===== src/rtl/mips_mem_pkg.sv =====
// mips_mem_pkg: shared states, owner codes and byte-lane helper for the memory arbiter
package mips_mem_pkg;
  typedef enum logic [1:0] {IDLE, BEAT, DONE} state_t;
  localparam logic OWN_IF = 1'b0;
  localparam logic OWN_DM = 1'b1;
  localparam int BEATS_PER_WORD = 4;
  // Big-endian lane: beat 0 carries bits [31:24].
  function automatic logic [7:0] lane_sel(input logic [31:0] w, input logic [1:0] k);
    return w[31-8*int'(k) -: 8];
  endfunction
endpackage


===== src/rtl/mips_mem_arbiter_if.sv =====
// mips_mem_arbiter_if: fetch port, data port and 8-bit pin bus of the memory arbiter
// slave modport: arbiter view (requests and bus_rdata in; acks, read data, bus_* and status out)
// master modport: core/memory view, the mirror image
interface mips_mem_arbiter_if #(parameter int ADDR_W = 8);
  logic              if_req;
  logic [ADDR_W-1:0] if_addr;
  logic [31:0]       if_rdata;
  logic              if_ack;
  logic              dm_req;
  logic              dm_we;
  logic              dm_byte;
  logic [ADDR_W-1:0] dm_addr;
  logic [31:0]       dm_wdata;
  logic [31:0]       dm_rdata;
  logic              dm_ack;
  logic [ADDR_W-1:0] bus_addr;
  logic [7:0]        bus_wdata;
  logic              bus_we;
  logic [7:0]        bus_rdata;
  logic              busy;
  logic              grant_dm;
  modport slave (
    input  if_req, if_addr, dm_req, dm_we, dm_byte, dm_addr, dm_wdata, bus_rdata,
    output if_rdata, if_ack, dm_rdata, dm_ack, bus_addr, bus_wdata, bus_we, busy, grant_dm
  );
  modport master (
    output if_req, if_addr, dm_req, dm_we, dm_byte, dm_addr, dm_wdata, bus_rdata,
    input  if_rdata, if_ack, dm_rdata, dm_ack, bus_addr, bus_wdata, bus_we, busy, grant_dm
  );
endinterface


===== src/rtl/mips_mem_arbiter_timer.sv =====
// mem_beat_timer: per-beat wait counter and beat index for one transaction
// in: start (grant), active (in BEAT), size (1=single byte beat); out: beat, beat_last, xfer_done
import mips_mem_pkg::*;
module mem_beat_timer #(parameter int WAIT = 0) (
  input  logic       clk,
  input  logic       rst,
  input  logic       start,
  input  logic       active,
  input  logic       size,
  output logic [1:0] beat,
  output logic       beat_last,
  output logic       xfer_done
);
  localparam logic [3:0] WL = 4'(WAIT);
  logic [3:0] wcnt_q, wcnt_d;
  logic [1:0] beat_q, beat_d;
  always_comb begin
    beat_last = active && wcnt_q == WL;
    xfer_done = beat_last && (size || beat_q == 2'(BEATS_PER_WORD - 1));
    wcnt_d = (start || beat_last) ? 4'd0 : active ? wcnt_q + 4'd1 : wcnt_q;
    beat_d = start ? 2'd0 : beat_last ? beat_q + 2'd1 : beat_q;
  end
  always_ff @(posedge clk) begin
    if (rst) begin
      wcnt_q <= '0;
      beat_q <= '0;
    end else begin
      wcnt_q <= wcnt_d;
      beat_q <= beat_d;
    end
  end
  assign beat = beat_q;
endmodule


===== src/rtl/mips_mem_arbiter.sv =====
// mips_mem_arbiter: shares the 8-bit pin bus between instruction fetch and data ports
// ports: clk, rst (sync, active-high), b (mips_mem_arbiter_if.slave: fetch/data ports, pin bus, busy, grant_dm)
// ARB_RR_EN defined: round-robin on contention; undefined: data port has fixed priority
import mips_mem_pkg::*;
module mips_mem_arbiter #(
  parameter int WAIT   = 0,
  parameter int ADDR_W = 8
) (
  input logic              clk,
  input logic              rst,
  mips_mem_arbiter_if.slave b
);
  state_t            state_q, state_d;
  logic              own_q, own_d, we_q, we_d, byte_q, byte_d;
  logic [ADDR_W-1:0] addr_q, addr_d;
  logic [31:0]       wdata_q, wdata_d, if_rdata_q, if_rdata_d, dm_rdata_q, dm_rdata_d;
  logic [23:0]       data_q, data_d;
  logic [31:0]       rd_word;
  logic [1:0]        beat;
  logic              pick, start, beat_last, xfer_done;
  mem_beat_timer #(.WAIT(WAIT)) u_timer (
    .clk(clk), .rst(rst), .start(start), .active(state_q == BEAT), .size(byte_q),
    .beat(beat), .beat_last(beat_last), .xfer_done(xfer_done)
  );
  always_comb begin
`ifdef ARB_RR_EN
    pick = b.dm_req && (!b.if_req || own_q == OWN_IF);
`else
    pick = b.dm_req;
`endif
    start = state_q == IDLE && (b.if_req || b.dm_req);
    rd_word = {data_q, b.bus_rdata};
    state_d = state_q;
    own_d = own_q;
    we_d = we_q;
    byte_d = byte_q;
    addr_d = addr_q;
    wdata_d = wdata_q;
    data_d = data_q;
    if_rdata_d = if_rdata_q;
    dm_rdata_d = dm_rdata_q;
    // Word addresses are aligned at grant so the beat index can simply be OR-ed in (no carry).
    // Byte store data is parked in the top lane so beat 0 picks it up.
    if (start) begin
      state_d = BEAT;
      own_d = pick;
      we_d = pick && b.dm_we;
      byte_d = pick && b.dm_byte;
      addr_d = pick ? (b.dm_byte ? b.dm_addr : {b.dm_addr[ADDR_W-1:2], 2'b00})
                    : {b.if_addr[ADDR_W-1:2], 2'b00};
      wdata_d = b.dm_byte ? {b.dm_wdata[7:0], 24'h0} : b.dm_wdata;
      data_d = '0;
    end
    if (beat_last && !we_q) data_d = rd_word[23:0];
    if (xfer_done) begin
      state_d = DONE;
      if (!we_q && own_q == OWN_DM) dm_rdata_d = rd_word;
      if (!we_q && own_q == OWN_IF) if_rdata_d = rd_word;
    end
    if (state_q == DONE) state_d = IDLE;
  end
  always_ff @(posedge clk) begin
    if (rst) begin
      state_q <= IDLE;
      own_q <= OWN_IF;
      we_q <= 1'b0;
      byte_q <= 1'b0;
      addr_q <= '0;
      wdata_q <= '0;
      data_q <= '0;
      if_rdata_q <= '0;
      dm_rdata_q <= '0;
    end else begin
      state_q <= state_d;
      own_q <= own_d;
      we_q <= we_d;
      byte_q <= byte_d;
      addr_q <= addr_d;
      wdata_q <= wdata_d;
      data_q <= data_d;
      if_rdata_q <= if_rdata_d;
      dm_rdata_q <= dm_rdata_d;
    end
  end
  assign b.bus_addr = state_q == BEAT ? addr_q | ADDR_W'(beat) : '0;
  assign b.bus_wdata = (state_q == BEAT && we_q) ? lane_sel(wdata_q, beat) : 8'h0;
  assign b.bus_we = state_q == BEAT && we_q;
  assign b.if_ack = state_q == DONE && own_q == OWN_IF;
  assign b.dm_ack = state_q == DONE && own_q == OWN_DM;
  assign b.if_rdata = if_rdata_q;
  assign b.dm_rdata = dm_rdata_q;
  assign b.busy = state_q != IDLE;
  assign b.grant_dm = own_q;
endmodule


===== src/flat_wrapper.sv =====
// flat-port wrapper written by rule: the top's interface ports become plain ports
module mips_mem_arbiter_flat 
#(
  parameter int WAIT   = 0,
  parameter int ADDR_W = 8
)
  (clk, rst, b_if_req, b_if_addr, b_dm_req, b_dm_we, b_dm_byte, b_dm_addr, b_dm_wdata, b_bus_rdata, b_if_rdata, b_if_ack, b_dm_rdata, b_dm_ack, b_bus_addr, b_bus_wdata, b_bus_we, b_busy, b_grant_dm);
  mips_mem_arbiter_if #(.ADDR_W(ADDR_W)) b_i ();
  input logic clk;
  input logic rst;
  input wire logic [$bits(b_i.if_req)-1:0] b_if_req;
  input wire logic [$bits(b_i.if_addr)-1:0] b_if_addr;
  input wire logic [$bits(b_i.dm_req)-1:0] b_dm_req;
  input wire logic [$bits(b_i.dm_we)-1:0] b_dm_we;
  input wire logic [$bits(b_i.dm_byte)-1:0] b_dm_byte;
  input wire logic [$bits(b_i.dm_addr)-1:0] b_dm_addr;
  input wire logic [$bits(b_i.dm_wdata)-1:0] b_dm_wdata;
  input wire logic [$bits(b_i.bus_rdata)-1:0] b_bus_rdata;
  output wire logic [$bits(b_i.if_rdata)-1:0] b_if_rdata;
  output wire logic [$bits(b_i.if_ack)-1:0] b_if_ack;
  output wire logic [$bits(b_i.dm_rdata)-1:0] b_dm_rdata;
  output wire logic [$bits(b_i.dm_ack)-1:0] b_dm_ack;
  output wire logic [$bits(b_i.bus_addr)-1:0] b_bus_addr;
  output wire logic [$bits(b_i.bus_wdata)-1:0] b_bus_wdata;
  output wire logic [$bits(b_i.bus_we)-1:0] b_bus_we;
  output wire logic [$bits(b_i.busy)-1:0] b_busy;
  output wire logic [$bits(b_i.grant_dm)-1:0] b_grant_dm;
  assign b_i.if_req = b_if_req;
  assign b_i.if_addr = b_if_addr;
  assign b_i.dm_req = b_dm_req;
  assign b_i.dm_we = b_dm_we;
  assign b_i.dm_byte = b_dm_byte;
  assign b_i.dm_addr = b_dm_addr;
  assign b_i.dm_wdata = b_dm_wdata;
  assign b_i.bus_rdata = b_bus_rdata;
  assign b_if_rdata = b_i.if_rdata;
  assign b_if_ack = b_i.if_ack;
  assign b_dm_rdata = b_i.dm_rdata;
  assign b_dm_ack = b_i.dm_ack;
  assign b_bus_addr = b_i.bus_addr;
  assign b_bus_wdata = b_i.bus_wdata;
  assign b_bus_we = b_i.bus_we;
  assign b_busy = b_i.busy;
  assign b_grant_dm = b_i.grant_dm;
  mips_mem_arbiter #(.WAIT(WAIT), .ADDR_W(ADDR_W)) u_core (.clk(clk), .rst(rst), .b(b_i));
endmodule

===== config.mk =====
export PLATFORM = sky130hd
export DESIGN_NAME = mips_mem_arbiter_flat
export DESIGN_NICKNAME = d
export VERILOG_FILES = /design/src/rtl/mips_mem_pkg.sv /design/src/rtl/mips_mem_arbiter_if.sv /design/src/rtl/mips_mem_arbiter_timer.sv /design/src/rtl/mips_mem_arbiter.sv /design/src/flat_wrapper.sv
export SDC_FILE = /design/constraint.sdc
export NUM_CORES = 1
export LEC_CHECK = 0
export BUFFER_PORTS_ARGS = -buffer_cell sky130_fd_sc_hd__buf_4
export CAP_MARGIN = 30
export CORE_MARGIN = 8
export CORE_UTILIZATION = 30
export DETAILED_ROUTE_END_ITERATION = 8
export SYNTH_ARGS = -nofsm -noshare
export SYNTH_HDL_FRONTEND = slang
export SYNTH_SLANG_ARGS = --single-unit

===== constraint.sdc =====
create_clock -name clk -period 2.9 [get_ports clk]
set_input_delay 0.725 -clock clk [delete_from_list [all_inputs] [get_ports clk]]
set_output_delay 0.725 -clock clk [all_outputs]
set_load 0.02 [all_outputs]

==> impl_results.md, run 1 <==
- Fmax: 375 MHz
- Total GRT Usage: 13.6%
- Critical path peak fanout: 17
- Core Region: 0.0178 mm2
- Initial core utilization: 30.4%
- Worst-Margin Slew: 0.507 ns
- Pleak: 2.88 nW
- Total routed wirelength: 15400 um
- DIE AREA: 0.0225 mm2
- Gr busiest metal: met2
- Ant diodes: 0
- Psw: 1.11 mW
- GRT overflow: 0
- Crit. End Element: output pin
- CTS buffer count: 17
- Fin crit share: 91.9%
- Share of layout cells above drive strength 1: 30.4%
- Pwr dens: 631 mW/mm2
- Grt met2 use: 21.5%
- Chip width: 150 um
- Cell count after synthesis: 601
- Top FF cell, synth: dfxtp_1
- Vias: 4564
- Comb pwr share: 9.4%
- Cell mode on critical path: buf_4
- Setup Crit Path Kind: reg -> out
- Largest net degree at the start of global routing: 87
- Max-Cap Viols: 0
- HP Class: reg -> reg
- Starting DRT DRC Count: 247
- Hpwl dp: 10500 um
- Largest area contributor in the netlist: dfxtp_1
- Flop pwr share: 44.3%
- H-tree depth: 4
- Clk sink count: 139
- Number of synthesized register bits: 139
- Total negative slack: 0 ns
- Post-synthesis cell type count: 38
- Clock skew: 0.00787 ns
- Post-Syn Area per Cell: 8.98 um2
- WP data required: 2.17 ns
- Met1 Usage GRT: 16.8%
- Routed Antenna Nets: 0
- Row cnt: 49
- Worst skew pair latency: 0.41 ns
- Final Hold Viols: 0
- Slowest-stage cell, CP: dfxtp_1
- Pint: 3.46 mW
- DRC viols: 0
- RSZ-0062 raised after global routing: no
- Global-route wire length before repair: 24100 um
- Sequential-to-total area share from yosys stat: 51.6%
- Vias per cell: 4.71
- Initial antenna violation count: 0
- Status: finished clean
- Worst-path cell chain: nor2b_1 -> buf_4 -> and3_1 -> buf_4
- # port buffers: 144
- CTS tree: built
- Root Buffer: clkbuf_16
- Dominant cells by area after synthesis: dfxtp_1 52%, nand2_1 10%, a21oi_1 7.5%
- Delay of the slowest critical-path stage: 0.44 ns
- I/O Pins: 147
- Met3 Track Usage GR: 5.53%
- EDFF count, synth: 0
- Yosys top cell area share: 51.6%
- Most common cell after layout, fill and taps aside: buf_4
- Worst-case vdd ir drop: 0.000404 V
- Slew Viols, Final: 0
- Switching Fraction: 24.3%
- Final Total Pwr: 4.57 mW
- Wire length per cell: 15.9 um
- Final setup violation count: 0
- Final Util: 40.7%
- GP Congestion: 0.723
- Post-synth ARST share: 0%
- Vias in the first global route: 4465
- Pre-Repair DR Iteration Count: 5
- Non-Filler Instances: 969
- Maximum root-to-sink buffer count: 2
- Mapped Nets: 666
- Synth-to-layout area growth: 34.2%
- Critical Path Source Type: flip-flop
- Ys Warns: 0
- Clk pwr share: 46.3%
- Die Height: 150 um
- Clock slew at reported path FFs: 0.06 ns
- Slew margin rel.: 66.2%
- Minimum clock period: 2.67 ns
- # placed instances: 939
- WP data arrival: 1.94 ns
- Post-Syn Area: 0.00540 mm2
- Commonest cells after routing, fill and taps aside: 156 x buf_4, 148 x nand2_1, 138 x dfxtp_1
- Final Net Count: 794
## flip-flops by register name (all words and copies together) (netlist names)
| register | cells |
|---|---|
| u_core.b.grant_dm | 1 |
| u_core.data_q | 24 |
| u_core.u_timer.wcnt_q | 4 |
| u_core.state_q | 2 |
| u_core.b.if_rdata | 32 |
| u_core.b.dm_rdata | 32 |
| u_core.wdata_q | 32 |
| u_core.u_timer.beat | 2 |
| u_core.addr_q | 8 |
| u_core.byte_q | 1 |
| u_core.we_q | 1 |
## power by group through the flow
| stage | clock network (mW) | registers, mW | logic, mW |
|---|---|---|---|
| 3_5_place_dp | 0 | 2.07 | 0.438 |
| 5_1_grt | 2.24 | 2.04 | 0.477 |
| 3_3_place_gp | 0 | 2.07 | 0.435 |
| 2_1_floorplan | 0 | 2.05 | 0.269 |
| 6_report | 2.11 | 2.03 | 0.431 |
| 4_1_cts | 2.16 | 2.03 | 0.438 |
## critical path, delay by kind of cell, from the launching register on
family / cells / cell delay, ns
buffers and inverters: 2 / 0.45
DFF: 1 / 0.44
and+or+nand+nor: 2 / 0.63
## kinds of logic after synthesis
kind of cell	Yosys count	share of synthesized area (%)
AOI/OAI and AO/OA	139	16.3
xor gates and xnor gates	4	0.649
adders and majority gates	3	0.696
buffers and inverters	52	4.64
DFF	139	51.6
muxes	23	6.12
and+or+nand+nor	241	20.0
## cells in the mapped netlist (2+ instances only)
| cell | instances |
|---|---|
| a21oi_2 | 11 |
| xnor2_1 | 2 |
| a21oi_1 | 81 |
| a211oi_1 | 14 |
| nand2_2 | 10 |
| ha_1 | 3 |
| nor2_1 | 24 |
| mux2i_1 | 15 |
| clkbuf_1 | 25 |
| inv_1 | 3 |
| nor3_2 | 2 |
| nand2_1 | 148 |
| nor3_1 | 4 |
| buf_6 | 4 |
| buf_2 | 20 |
| and3_1 | 8 |
| nor3b_1 | 2 |
| o21a_1 | 2 |
| o21ai_0 | 3 |
| nand3_1 | 24 |
| and2_1 | 7 |
| xor2_1 | 2 |
| dfxtp_1 | 139 |
| a22o_1 | 26 |
| or2_1 | 2 |
| mux4_2 | 8 |
## metal layers
metal,vias up,share of wire (%)
li1,2314,-
met4,0,0.62
met3,12,8.7
met1,2108,45
met2,130,46
met5,-,0
## path summary, 6_finish.rpt
check / from / to / slack (ns) / depth (start not counted)
worst max-delay path: u_core.state_q[0]$_SDFFE_PP0P_ / b_bus_wdata[0] / 0.23 / 4
worst min-delay path: u_core.b.dm_rdata[9]$_SDFFE_PP0P_ / u_core.b.dm_rdata[9]$_SDFFE_PP0P_ / 0.45 / 2
worst max register to register: u_core.u_timer.beat[0]$_SDFFE_PP0P_ / u_core.b.if_rdata[7]$_SDFFE_PP0P_ / 0.87 / 6
worst min register to register: u_core.b.dm_rdata[9]$_SDFFE_PP0P_ / u_core.b.dm_rdata[9]$_SDFFE_PP0P_ / 0.45 / 2
## what timing repair did
action / CTS / global route
setup buffers: 0 / 0
gates resized for setup: 0 / 1
endpoints found under the setup margin: 0 / 4
hold buffers: 0 / 0
## cell type report
class / instances / area, um2
inverters: 3 / 11.3
well taps: 229 / 287
fillers: 1848 / 10500
clock buffers: 19 / 453
clock inverters: 11 / 121
repair buffers: 158 / 1210
multi-input cells: 410 / 2370
flip-flops and latches: 139 / 2780
## metrics by stage
| step | setup WS, ns | cell area, um2 | hold slack (ns) |
|---|---|---|---|
| after floorplan | 0.751 | 5400 | 0.444 |
| after global placement | 0.511 | 6660 | 0.440 |
| after detailed placement | 0.510 | 6660 | 0.447 |
| after CTS | 0.0839 | 7240 | 0.455 |
| after global routing | 0.0868 | 7240 | 0.473 |
| final | 0.235 | 7240 | 0.452 |
Note: power is estimated with default switching activity, not from simulation.
==> run 2: changes to the inputs <==
--- a/config.mk
+++ b/config.mk
@@ -10,6 +10,7 @@
 export CORE_MARGIN = 8
 export CORE_UTILIZATION = 30
 export DETAILED_ROUTE_END_ITERATION = 8
+export PLACE_DENSITY = 0.58
 export SYNTH_ARGS = -nofsm -noshare
 export SYNTH_HDL_FRONTEND = slang
 export SYNTH_SLANG_ARGS = --single-unit
==> run 2 against run 1 <==
Effect of this change: final cell count unchanged; non-clock buffer count down 1; total power up 3.8%; critical path type unchanged; critical endpoint is now b_bus_wdata[4]; largest cell class unchanged.
==> impl_results.md, run 2 (synthesis results as in run 1) <==
- Status: finished clean
- Max-Cap Viols: 0 (unchanged)
- Pleak: 2.89 nW (+0.11%)
- Starting DRT DRC Count: 272 (+10%)
- Cell mode on critical path: buf_4
- Wire length per cell: 16.3 um (+2.4%)
- CTS tree: built
- Post-CTS Setup Inserts: 0 (unchanged)
- Critical path peak fanout: 17 (unchanged)
- Core Region: 0.0178 mm2 (unchanged)
- WP buf/inv: 2 (unchanged)
- Hold Buf Count CTS: 0 (unchanged)
- Ant diodes: 0 (unchanged)
- HP Class: reg -> reg
- Non-Filler Instances: 969 (unchanged)
- Total routed wirelength: 15800 um (+2.4%)
- Critical Path Source Type: flip-flop
- Clk pwr share: 48.3% (+2.0 points)
- Largest net degree at the start of global routing: 74 (-15%)
- Worst-case vdd ir drop: 0.000403 V (-0.38%)
- Reg area: 0.00278 mm2 (about the same)
- Total GRT Usage: 14.2% (+0.54 points)
- Clock skew: 0.00743 ns (-0.000443 ns)
- DRC viols: 0 (unchanged)
- Post-route design area: 0.00726 mm2 (+0.35%)
- Final Hold Viols: 0 (unchanged)
- Delay of the slowest critical-path stage: 0.43 ns (about the same)
- Vias per cell: 4.77 (+1.3%)
- DIE AREA: 0.0225 mm2 (unchanged)
- Post-cts resize count: 0 (unchanged)
- Area of the multi-input gates: 0.00237 mm2 (unchanged)
- Clk sink count: 139 (unchanged)
- I/O Pins: 147 (unchanged)
- Pwr dens: 653 mW/mm2 (+3.4%)
- Chip width: 150 um (unchanged)
- Vias: 4625 (+1.3%)
- WP data arrival: 1.96 ns (+0.02 ns)
- Clock slew at reported path FFs: 0.06 ns (about the same)
- Critical path's top delay family: simple AND/OR/NAND/NOR gates
- Switching Fraction: 24.2% (-0.16 points)
- Maximum root-to-sink buffer count: 2 (unchanged)
- Worst-path cell chain: nor2b_1 -> buf_4 -> and3_1 -> buf_4
- GP Congestion: 0.719 (-0.66%)
- Fin crit share: 92.5% (+0.62 points)
- Initial core utilization: 30.4% (unchanged)
- Root Buffer: clkbuf_16
- H-tree depth: 4 (unchanged)
- Comb pwr share: 9.1% (-0.3 points)
- Crit. End Element: output pin
- Synth-to-layout area growth: 34.6%
- Placed instance area: 0.00664 mm2 (-0.30%)
- # placed instances: 938 (-0.11%)
- # fillers: 1826 (-1.2%)
- WP data required: 2.17 ns (about the same)
- Most common cell after layout, fill and taps aside: buf_4
- Share of layout cells above drive strength 1: 30.1% (-0.27 points)
- Pint: 3.60 mW (+4.0%)
- Minimum clock period: 2.68 ns (+0.0178 ns)
- GRT overflow: 0 (unchanged)
- Hpwl dp: 10600 um (+0.58%)
- Slew margin rel.: 63.2% (-3.0 points)
- Slew Viols, Final: 0 (unchanged)
- Setup Crit Path Kind: reg -> out
- Fmax: 373 MHz (-0.67%)
- RSZ-0062 raised after global routing: no
- Die Height: 150 um (unchanged)
- Final setup violation count: 0 (unchanged)
- Final Util: 40.9% (+0.14 points)
- Total negative slack: 0 ns (unchanged)
- Initial antenna violation count: 1 (+1)
- Worst-Margin Slew: 0.546 ns (+0.0389 ns)
- Psw: 1.15 mW (+3.1%)
- # port buffers: 144 (unchanged)
- Global-route wire length before repair: 24800 um (+3.0%)
- Commonest cells after routing, fill and taps aside: 156 x buf_4, 148 x nand2_1, 139 x dfxtp_1
- Worst skew pair latency: 0.42 ns (about the same)
- CTS buffer count: 17 (unchanged)
- Flop pwr share: 42.6% (-1.7 points)
- Slowest-stage cell, CP: dfxtp_1
- Final Net Count: 793 (-0.13%)
- Routed Antenna Nets: 0 (unchanged)
- Row cnt: 49 (unchanged)
- Pre-Repair DR Iteration Count: 5 (unchanged)
- Vias in the first global route: 4559 (+2.1%)
## run 2: worst paths after layout
| kind | start | endpoint | slack [ns] | depth (start not counted) |
|---|---|---|---|---|
| max | u_core.state_q[0]$_SDFFE_PP0P_ | b_bus_wdata[4] | 0.22 | 4 |
| max reg2reg | u_core.we_q$_SDFFE_PP0P_ | u_core.b.if_rdata[28]$_SDFFE_PP0P_ | 0.87 | 4 |
| min reg2reg | u_core.b.if_rdata[24]$_SDFFE_PP0P_ | u_core.b.if_rdata[24]$_SDFFE_PP0P_ | 0.45 | 2 |
| min | u_core.b.if_rdata[24]$_SDFFE_PP0P_ | u_core.b.if_rdata[24]$_SDFFE_PP0P_ | 0.45 | 2 |
## run 2: cell type report
type,count,share of cell area (%)
Sequential cell,139,38.3
Multi-Input combinational cell,410,32.7
Timing Repair Buffer,157,16.4
Clock buffer,18,5.91
Tap cell,229,3.94
Clock inverter,13,2.64
Inverter,3,0.155
## run 2: layer usage
metal,global-route usage [%],part of all wire [%],wire [um],vias up
met5,0,0.076,12,-
met4,3.45,0.59,93,2
met3,6.67,9.4,1490,11
met2,21.9,46,7220,141
met1,17.5,44,6970,2150
li1,-,-,-,2321
## run 2: tightest hold or removal path, cell delays in order (launching register included)
cell and delay [ns]:
dfxtp_1 0.31, nand2_1 0.05, a21oi_1 0.05
## run 2: power groups by stage
| stage | clock network [mW] | logic [mW] | registers, mW |
|---|---|---|---|
| floorplan | 0 | 0.269 | 2.05 |
| global placement | 0 | 0.435 | 2.06 |
| detailed placement | 0 | 0.437 | 2.06 |
| CTS | 2.35 | 0.438 | 2.02 |
| global route | 2.43 | 0.473 | 2.03 |
| finish | 2.29 | 0.430 | 2.02 |
## run 2: stage by stage
step,hold slack [ns],power [mW],setup slack (ns)
2_1_floorplan,0.444,2.32,0.751
3_3_place_gp,0.440,2.50,0.663
3_5_place_dp,0.445,2.50,0.678
4_1_cts,0.453,4.81,0.202
5_1_grt,0.467,4.93,0.0494
6_report,0.451,4.74,0.217
==> run 3: changes to the inputs <==
--- a/config.mk
+++ b/config.mk
@@ -7,10 +7,13 @@
 export LEC_CHECK = 0
 export BUFFER_PORTS_ARGS = -buffer_cell sky130_fd_sc_hd__buf_4
 export CAP_MARGIN = 30
+export CELL_PAD_IN_SITES_DETAIL_PLACEMENT = 1
+export CELL_PAD_IN_SITES_GLOBAL_PLACEMENT = 1
 export CORE_MARGIN = 8
 export CORE_UTILIZATION = 30
 export DETAILED_ROUTE_END_ITERATION = 8
-export PLACE_DENSITY = 0.58
+export PLACE_DENSITY = 0.71
+export SKIP_LAST_GASP = 1
 export SYNTH_ARGS = -nofsm -noshare
 export SYNTH_HDL_FRONTEND = slang
 export SYNTH_SLANG_ARGS = --single-unit
==> run 3 against run 2 <==
Effect of this change: worst hold slack better by 0.0023 ns; clock skew is 0.00053 ns higher; critical path depth is 1 lower; global-route usage is 1.4 points higher; via count is 2.7% higher; core utilization is 0.078 points lower; count of clock-buffer cells in the layout is 1 higher; setup slack better by 0.096 ns; flip-flop and latch count stayed put; final cell count stayed put.
==> impl_results.md, run 3 (synthesis results as in run 1) <==
- Total routed wirelength: 17000 um (+7.6%)
- Global-route wire length before repair: 27500 um (+11%)
- Commonest cells after routing, fill and taps aside: 155 x buf_4, 148 x nand2_1, 138 x dfxtp_1
- Wire length per cell: 17.5 um (+7.6%)
- Root Buffer: clkbuf_16
- Ant diodes: 0 (unchanged)
- CTS buffer count: 17 (unchanged)
- Final Net Count: 793 (unchanged)
- Worst-case vdd ir drop: 0.000421 V (+4.6%)
- Largest net degree at the start of global routing: 83 (+12%)
- Reg area: 0.00278 mm2 (about the same)
- Pleak: 2.89 nW (about the same)
- Critical Path Source Type: flip-flop
- H-tree depth: 4 (unchanged)
- Final setup violation count: 0 (unchanged)
- Fmax: 387 MHz (+3.7%)
- Max-Cap Viols: 0 (unchanged)
- Initial antenna violation count: 0 (-1)
- Minimum clock period: 2.59 ns (-0.0962 ns)
- Final Util: 40.8% (-0.078 points)
- HP Class: reg -> reg
- Clock slew at reported path FFs: 0.06 ns (about the same)
- Most common cell after layout, fill and taps aside: buf_4
- Slew margin rel.: 58.4% (-4.8 points)
- Total GRT Usage: 15.5% (+1.4 points)
- GRT overflow: 0 (unchanged)
- Hold Buf Count CTS: 0 (unchanged)
- Core Region: 0.0178 mm2 (unchanged)
- # fillers: 2075 (+14%)
- Slew Viols, Final: 0 (unchanged)
- RSZ-0062 raised after global routing: no
- Vias: 4752 (+2.7%)
- WP data required: 2.17 ns (about the same)
- Clk sink count: 139 (unchanged)
- # port buffers: 144 (unchanged)
- Initial core utilization: 30.4% (unchanged)
- Area of the multi-input gates: 0.00237 mm2 (unchanged)
- Status: finished clean
- WP data arrival: 1.86 ns (-0.10 ns)
- GP Congestion: 0.793 (+10%)
- Die Height: 150 um (unchanged)
- Total negative slack: 0 ns (unchanged)
- Starting DRT DRC Count: 228 (-16%)
- Vias in the first global route: 5244 (+15%)
- Final Hold Viols: 0 (unchanged)
- Clock skew: 0.00796 ns (+0.000529 ns)
- Share of layout cells above drive strength 1: 30.1% (unchanged)
- Row cnt: 49 (unchanged)
- Vias per cell: 4.90 (+2.7%)
- Routed Antenna Nets: 0 (unchanged)
- Pwr dens: 644 mW/mm2 (-1.4%)
- Pre-Repair DR Iteration Count: 4 (-1)
- Worst skew pair latency: 0.42 ns (about the same)
- Setup Crit Path Kind: reg -> out
- DRC viols: 0 (unchanged)
- Fin crit share: 89.2% (-3.3 points)
- Chip width: 150 um (unchanged)
- Crit. End Element: output pin
- Hpwl dp: 11800 um (+12%)
- CTS tree: built
- Final WS setup: 0.313 ns (+0.0962 ns)
- Worst slack at placement: 0.522 ns (-0.157 ns)
- I/O Pins: 147 (unchanged)
- Maximum root-to-sink buffer count: 2 (unchanged)
- Synth-to-layout area growth: 34.4%
- DIE AREA: 0.0225 mm2 (unchanged)
- Worst-Margin Slew: 0.624 ns (+0.0773 ns)
- Critical path peak fanout: 8 (-9)
## run 3: cell count changes in the layout (fill, tap and decap cells not counted), sizes merged
cell and delta:
inv +2, bufinv -1, clkinvlp -2, clkbuf +1
## run 3: layer usage
metal / global-route usage [%] / share of wire (%) / up-vias
met5: 0 / 0 / -
met4: 4.15 / 1.1 / 0
met2: 26.0 / 49 / 136
li1: - / - / 2309
met3: 5.80 / 6.9 / 18
met1: 18.3 / 43 / 2289
## run 3: area by class of cell
type / count / share of cell area (%)
clock buffers: 19 / 5.97
multi-input cells: 410 / 32.7
flip-flops and latches: 139 / 38.4
repair buffers: 157 / 16.6
inverters: 3 / 0.155
well taps: 229 / 3.95
clock inverters: 12 / 2.21
## run 3: path summary, 6_finish.rpt
kind,slack (ns),cells past startpoint,to,startpoint
max,0.31,3,b_bus_wdata[7],u_core.u_timer.beat[1]$_SDFFE_PP0P_
min,0.45,2,u_core.b.if_rdata[7]$_SDFFE_PP0P_,u_core.b.if_rdata[7]$_SDFFE_PP0P_
max reg2reg,0.81,7,u_core.b.dm_rdata[14]$_SDFFE_PP0P_,u_core.u_timer.beat[0]$_SDFFE_PP0P_
min reg2reg,0.45,2,u_core.b.if_rdata[7]$_SDFFE_PP0P_,u_core.b.if_rdata[7]$_SDFFE_PP0P_
## run 3: timing repair
action / in CTS / in global routing
setup endpoints to repair: 0 / 6
buffers inserted: 0 / 0
resized for setup: 0 / 1
## run 3: critical path, stage by stage (launching register included)
cell,delay [ns]
dfxtp_1,0.56
mux4_2,0.54
and3_1,0.19
buf_4,0.15
## run 3: where the power goes
part           internal (mW)  leakage [nW]  total (mW)  switching (mW)
clock                   1.36         0.289        2.20           0.844
combinational          0.184          1.47       0.435           0.251
sequential              1.97          1.13        2.03          0.0569
## run 3: metrics by stage
stage	instance area, um2	total power, mW	hold WS, ns	instances
2_1_floorplan	5400	2.32	0.444	601
3_3_place_gp	6660	2.50	0.441	938
3_5_place_dp	6660	2.51	0.450	938
4_1_cts	7250	4.73	0.460	969
5_1_grt	7250	4.87	0.474	969
6_report	7250	4.67	0.454	969
